[src/rtl/alu_seq_pkg.sv]
// rtl/alu_seq_pkg.sv - op encodings, FSM state encoding and default width for alu_seq
package alu_seq_pkg;

  localparam int ALU_SEQ_W = 8;

  typedef enum logic [1:0] {
    OP_AND = 2'b00,
    OP_OR  = 2'b01,
    OP_XOR = 2'b10,
    OP_NOT = 2'b11
  } logic_op_t;

  typedef enum logic [1:0] {
    OP_ADD  = 2'b00,
    OP_SUB  = 2'b01,
    OP_NEGA = 2'b10,
    OP_NEGB = 2'b11
  } arith_op_t;

  typedef enum logic [1:0] {
    S_IDLE = 2'b00,
    S_EXEC = 2'b01,
    S_MUL  = 2'b10
  } state_t;

endpackage

[src/rtl/alu_core.sv]
// rtl/alu_core.sv - combinational W-bit ALU datapath: operand muxes, complement, adder, logic unit, flags
module alu_core
  import alu_seq_pkg::*;
#(
  parameter int W = ALU_SEQ_W
) (
  input  logic [W-1:0] a,
  input  logic [W-1:0] b,
  input  logic [1:0]   alu_op,
  input  logic         arit,
  output logic [W-1:0] r,
  output logic         carry,
  output logic         ovf
);

  logic [W-1:0] x;
  logic [W-1:0] y;
  logic         cin;
  logic [W:0]   sum;
  logic [W-1:0] lres;
  logic         c_msb;

  // Subtract and negate all reduce to x + ~y + 1 with x forced to zero for negation
  always_comb begin
    x   = a;
    y   = b;
    cin = 1'b0;
    case (alu_op)
      OP_ADD:  begin x = a;     y = b;  cin = 1'b0; end
      OP_SUB:  begin x = a;     y = ~b; cin = 1'b1; end
      OP_NEGA: begin x = '0;    y = ~a; cin = 1'b1; end
      default: begin x = '0;    y = ~b; cin = 1'b1; end
    endcase
  end

  always_comb begin
    lres = '0;
    case (alu_op)
      OP_AND:  lres = a & b;
      OP_OR:   lres = a | b;
      OP_XOR:  lres = a ^ b;
      default: lres = ~a;
    endcase
  end

  assign sum = {1'b0, x} + {1'b0, y} + {{W{1'b0}}, cin};

  // Carry into the MSB recovered from the MSB sum bit
  assign c_msb = sum[W-1] ^ x[W-1] ^ y[W-1];

  assign r     = arit ? sum[W-1:0] : lres;
  assign carry = arit & sum[W];
  assign ovf   = arit & (c_msb ^ sum[W]);

endmodule

[src/rtl/alu_seq.sv]
// rtl/alu_seq.sv - sequenced ALU with registered result/flags; ALU_SEQ_MUL_EN adds a W-cycle shift-add multiply
module alu_seq
  import alu_seq_pkg::*;
#(
  parameter int W = ALU_SEQ_W
) (
  input  logic         clk,
  input  logic         reset,
  input  logic         start,
  input  logic [W-1:0] A,
  input  logic [W-1:0] B,
  input  logic [1:0]   ALUOp,
  input  logic         arit,
  input  logic         mul,
  output logic [W-1:0] R,
  output logic         zero,
  output logic         carry,
  output logic         sign,
  output logic         ovf,
  output logic         busy,
  output logic         done
);

  state_t       state;
  state_t       state_nx;
  logic [W-1:0] a_q;
  logic [W-1:0] b_q;
  logic [1:0]   op_q;
  logic         arit_q;
  logic         accept;
  logic         go_mul;
  logic         mul_last;
  logic [W-1:0] core_r;
  logic         core_c;
  logic         core_v;

  assign accept = (state == S_IDLE) && start;
  assign busy   = (state != S_IDLE);

  alu_core #(.W(W)) u_core (
    .a      (a_q),
    .b      (b_q),
    .alu_op (op_q),
    .arit   (arit_q),
    .r      (core_r),
    .carry  (core_c),
    .ovf    (core_v)
  );

`ifdef ALU_SEQ_MUL_EN
  localparam int CW = $clog2(W);

  logic [2*W-1:0] acc;
  logic [2*W-1:0] acc_nx;
  logic [2*W-1:0] mcand;
  logic [W-1:0]   mplier;
  logic [CW-1:0]  cnt;

  assign go_mul   = mul;
  assign mul_last = (cnt == CW'(W-1));
  assign acc_nx   = mplier[0] ? (acc + mcand) : acc;

  // One partial product per MUL cycle; the final one is folded into the result load
  always_ff @(posedge clk or posedge reset) begin
    if (reset) begin
      acc    <= '0;
      mcand  <= '0;
      mplier <= '0;
      cnt    <= '0;
    end else if (accept) begin
      acc    <= '0;
      mcand  <= {{W{1'b0}}, A};
      mplier <= B;
      cnt    <= '0;
    end else if (state == S_MUL) begin
      acc    <= acc_nx;
      mcand  <= mcand << 1;
      mplier <= mplier >> 1;
      cnt    <= cnt + 1'b1;
    end
  end
`else
  logic unused_mul;

  assign unused_mul = mul;
  assign go_mul     = 1'b0;
  assign mul_last   = 1'b1;
`endif

  always_ff @(posedge clk or posedge reset) begin
    if (reset) state <= S_IDLE;
    else       state <= state_nx;
  end

  always_comb begin
    state_nx = state;
    case (state)
      S_IDLE:  if (start) state_nx = go_mul ? S_MUL : S_EXEC;
      S_EXEC:  state_nx = S_IDLE;
      S_MUL:   if (mul_last) state_nx = S_IDLE;
      default: state_nx = S_IDLE;
    endcase
  end

  always_ff @(posedge clk or posedge reset) begin
    if (reset) begin
      a_q    <= '0;
      b_q    <= '0;
      op_q   <= '0;
      arit_q <= 1'b0;
    end else if (accept) begin
      a_q    <= A;
      b_q    <= B;
      op_q   <= ALUOp;
      arit_q <= arit;
    end
  end

  always_ff @(posedge clk or posedge reset) begin
    if (reset) begin
      R     <= '0;
      zero  <= 1'b1;
      carry <= 1'b0;
      sign  <= 1'b0;
      ovf   <= 1'b0;
      done  <= 1'b0;
    end else begin
      done <= 1'b0;
      if (state == S_EXEC) begin
        R     <= core_r;
        zero  <= (core_r == '0);
        sign  <= core_r[W-1];
        carry <= core_c;
        ovf   <= core_v;
        done  <= 1'b1;
      end
`ifdef ALU_SEQ_MUL_EN
      else if ((state == S_MUL) && mul_last) begin
        R     <= acc_nx[W-1:0];
        zero  <= (acc_nx[W-1:0] == '0);
        sign  <= acc_nx[W-1];
        carry <= |acc_nx[2*W-1:W];
        ovf   <= |acc_nx[2*W-1:W];
        done  <= 1'b1;
      end
`endif
    end
  end

endmodule

[config.mk]
export PLATFORM = sky130hd
export DESIGN_NAME = alu_seq
export DESIGN_NICKNAME = d
export VERILOG_FILES = /design/src/rtl/alu_seq_pkg.sv /design/src/rtl/alu_core.sv /design/src/rtl/alu_seq.sv
export SDC_FILE = /design/constraint.sdc
export NUM_CORES = 1
export LEC_CHECK = 0
export ABC_AREA = 0
export CORE_AREA = 2 2 92 94
export DETAILED_ROUTE_END_ITERATION = 6
export DIE_AREA = 0 0 94 96
export HOLD_SLACK_MARGIN = 0.03
export SLEW_MARGIN = 20
export SYNTH_ARGS = -nofsm -noshare
export SYNTH_HDL_FRONTEND = slang
export SYNTH_SLANG_ARGS = --single-unit
[constraint.sdc]
create_clock -name clk -period 3.4 [get_ports clk]
set_clock_uncertainty 0.1 [all_clocks]
set_input_delay 0.68 -clock clk [delete_from_list [all_inputs] [get_ports clk]]
set_output_delay 0.68 -clock clk [all_outputs]
set_load 0.05 [all_outputs]
==> out/qor.yml <==
cts_max_level: 2
cp-end-kind: "flop"
drv_slew: 0
drt_iter0_markers: 44
slew_headroom_pct: 62.5
r2r_slack_ps: 290
rsz0062_at_grt: "false"
syn_to_final_growth_pct: 24.2
synth_area_leader_cell: "dfrtp_1"
worst_pin_slew_ps: 563
period_needed_ps: 3110
hold_viol: 0
antenna_found_initial: 0
row_count: 33
instances_no_fill: 393
whs_ps: 402
fin_util_pct: 36.6
crit_path_max_fanout: 17
cellLeakagePower_nw: 1.31
cts_setup_buffers: 0
setup_tns_ps: 0
status: "finished clean"
port_buffers: 35
path_clk_slew_ps: 70
wirelength_um: 4710
grt_pass1_wl_um: 8250
drc_errors: 0
worstSetupPathType: "flop to flop"
die_h_um: 96
antennaDiodeCount: 0
die_w_um: 94
grt_max_degree: 33
worstPathRequired_ps: 3510
clock_latency_ps: 290
grt_use_total_pct: 11.5
viasPerCell: 4.60
syn_nets: 302
finalNetCount: 335
arrival_ps: 3210
setup_viol: 0
num_io_pins: 37
yosysSeqAreaShare_pct: 33.8
worst-path-buf-inv: 2
slowest_delay_ps: 600
clock_path_buffers: 2
p_per_area_nw_per_um2: 640
synth.avg_cell_area_um2: 9.33
core_um2: 8050
period_share_pct: 91.4
yosysWarnings: 0
mostFrequentLayoutCells: "clkdlybuf4s50_1 (35), inv_1 (33), dfrtp_1 (30)"
vias: 1809
crit_start: "op_q[0]$_DFFE_PP0P_"
overflow: 0
cts_resized: 0
syn_area_um2: 2370
drive_above_1_share_pct: 14.2
netlist.area_leader.share_pct: 32.7
synth_area_leaders: "dfrtp_1 (33%), ha_1 (12%), mux4_2 (7.6%), inv_1 (5.2%), mux2_2 (4.7%)"
cts_root_buffer: "clkbuf_8"
crit_slowest_cell: "dfrtp_1"
hold_buffers: 0
vdd_drop_max_v: 0.000182
clkSinkCount: 32
dp_cells: 385
grt_pass1_vias: 1813
min_from: "zero$_DFFE_PP1P_"
gp_congestion: 0.804
start_kind: "flop"
hpwl_um: 3670
fmax_mhz: 322
first_pass_iters: 4
wire_per_inst_um: 12.0
synth_cells: 254
cpLargestDelayFamily: "compound AO/OA/AOI/OAI gates"
floorplan.initialDensity_pct: 29.4
dieArea_um2: 9020
ys_ff_latch: 32
synth_cell_types: 46
final_common_cell: "clkdlybuf4s50_1"
hold_path_class: "flop to flop"
cap_violations: 0
cts_tree: "built"
crit_path_cell_trace: "buf_4 -> nand2_1 -> o31ai_1 -> inv_1 -> ha_1 -> a211o_1 -> a21oi_1 -> o32ai_1 -> a311oi_2 -> nand4b_1 -> o32ai_2"
ant_nets: 0
rr_startpoint: "op_q[0]$_DFFE_PP0P_"
numCtsBuffers: 5
power by group:
group	internal [mW]	leakage (nW)	switching, mW	total [mW]
Sequential	0.464	0.385	0.0744	0.539
Clock	0.217	0.0541	0.157	0.374
Combinational	0.428	0.872	0.543	0.971
flip-flops by register name (all words and copies together) (netlist names):
signal / cells
R: 8
a_q: 8
b_q: 8
op_q: 2
arit_q: 1
carry: 1
done: 1
ovf: 1
state: 1
zero: 1
final timing paths:
kind	endpoint	cells past startpoint
setup / recovery	zero$_DFFE_PP1P_	11
hold / removal	zero$_DFFE_PP1P_	2
setup reg to reg	zero$_DFFE_PP1P_	11
hold reg to reg	zero$_DFFE_PP1P_	2
max in group asynchronous	zero$_DFFE_PP1P_	3
min in group asynchronous	done$_DFF_PP0_	3
synth_stat cells (all sizes together):
library cell   n
inv           35
dfrtp         31
nand2         29
ha            23
o21ai         20
nor2          19
a21oi         11
mux2          10
clkbuf         9
mux4           8
buf            6
mux2i          6
nor2b          6
o21a           5
a31oi          3
o211ai         3
a211o          2
fa             2
nor3           2
o22ai          2
o32ai          2
or2            2
xnor2          2
xor2           2
a211oi         1
a21o           1
a311oi         1
and2           1
dfstp          1
nand2b         1
nand3          1
nand3b         1
nand4b         1
o2111ai        1
o2bb2ai        1
o31ai          1
or3            1
xor3           1
per-stage QoR:
step           instance area, µm²  worst slack, ps  total power [mW]
2_1_floorplan                2370             93.4              1.27
3_3_place_gp                 2830              299              1.50
3_5_place_dp                 2830              243              1.52
4_1_cts                      2940              202              1.90
5_1_grt                      2940             37.1              2.02
6_report                     2940              294              1.88
layer usage:
layer  wire [µm]  up-vias  GRT usage (%)
met5           0        -              0
met4          52        0           3.26
met3         206        6           3.05
met2        2220       35           18.8
met1        2230      846           15.2
li1            -      922              -
cell families (layout without fill, tap and decap cells):
| group | count (synthesis) | after routing | synth area share (%) |
|---|---|---|---|
| AND/OR/NAND/NOR | 64 | 64 | 12.0 |
| multiplexers | 24 | 24 | 14.9 |
| flip-flops | 32 | 32 | 33.8 |
| buffers and inverters | 50 | 84 | 8.44 |
| adder cells (fa/ha/maj) | 25 | 25 | 13.8 |
| AO/OA/AOI/OAI | 54 | 54 | 14.5 |
| XOR/XNOR | 5 | 5 | 2.48 |
area by class of cell:
cell class,instances,area [µm²]
Clock inverter,3,42.5
Clock buffer,5,68.8
Fill cell,830,5110
Inverter,35,131
Timing Repair Buffer,41,395
Sequential cell,32,803
Tap cell,105,131
Multi-Input combinational cell,172,1370
worst register-to-register path: cells and delay by family, from the launching register on:
family / cells / cell delay, ps
buffers and inverters: 2 / 430
adders and majority gates: 1 / 320
AOI/OAI and AO/OA: 6 / 1350
and+or+nand+nor: 2 / 230
DFF: 1 / 600
Note: power is estimated with default switching activity, not from simulation.
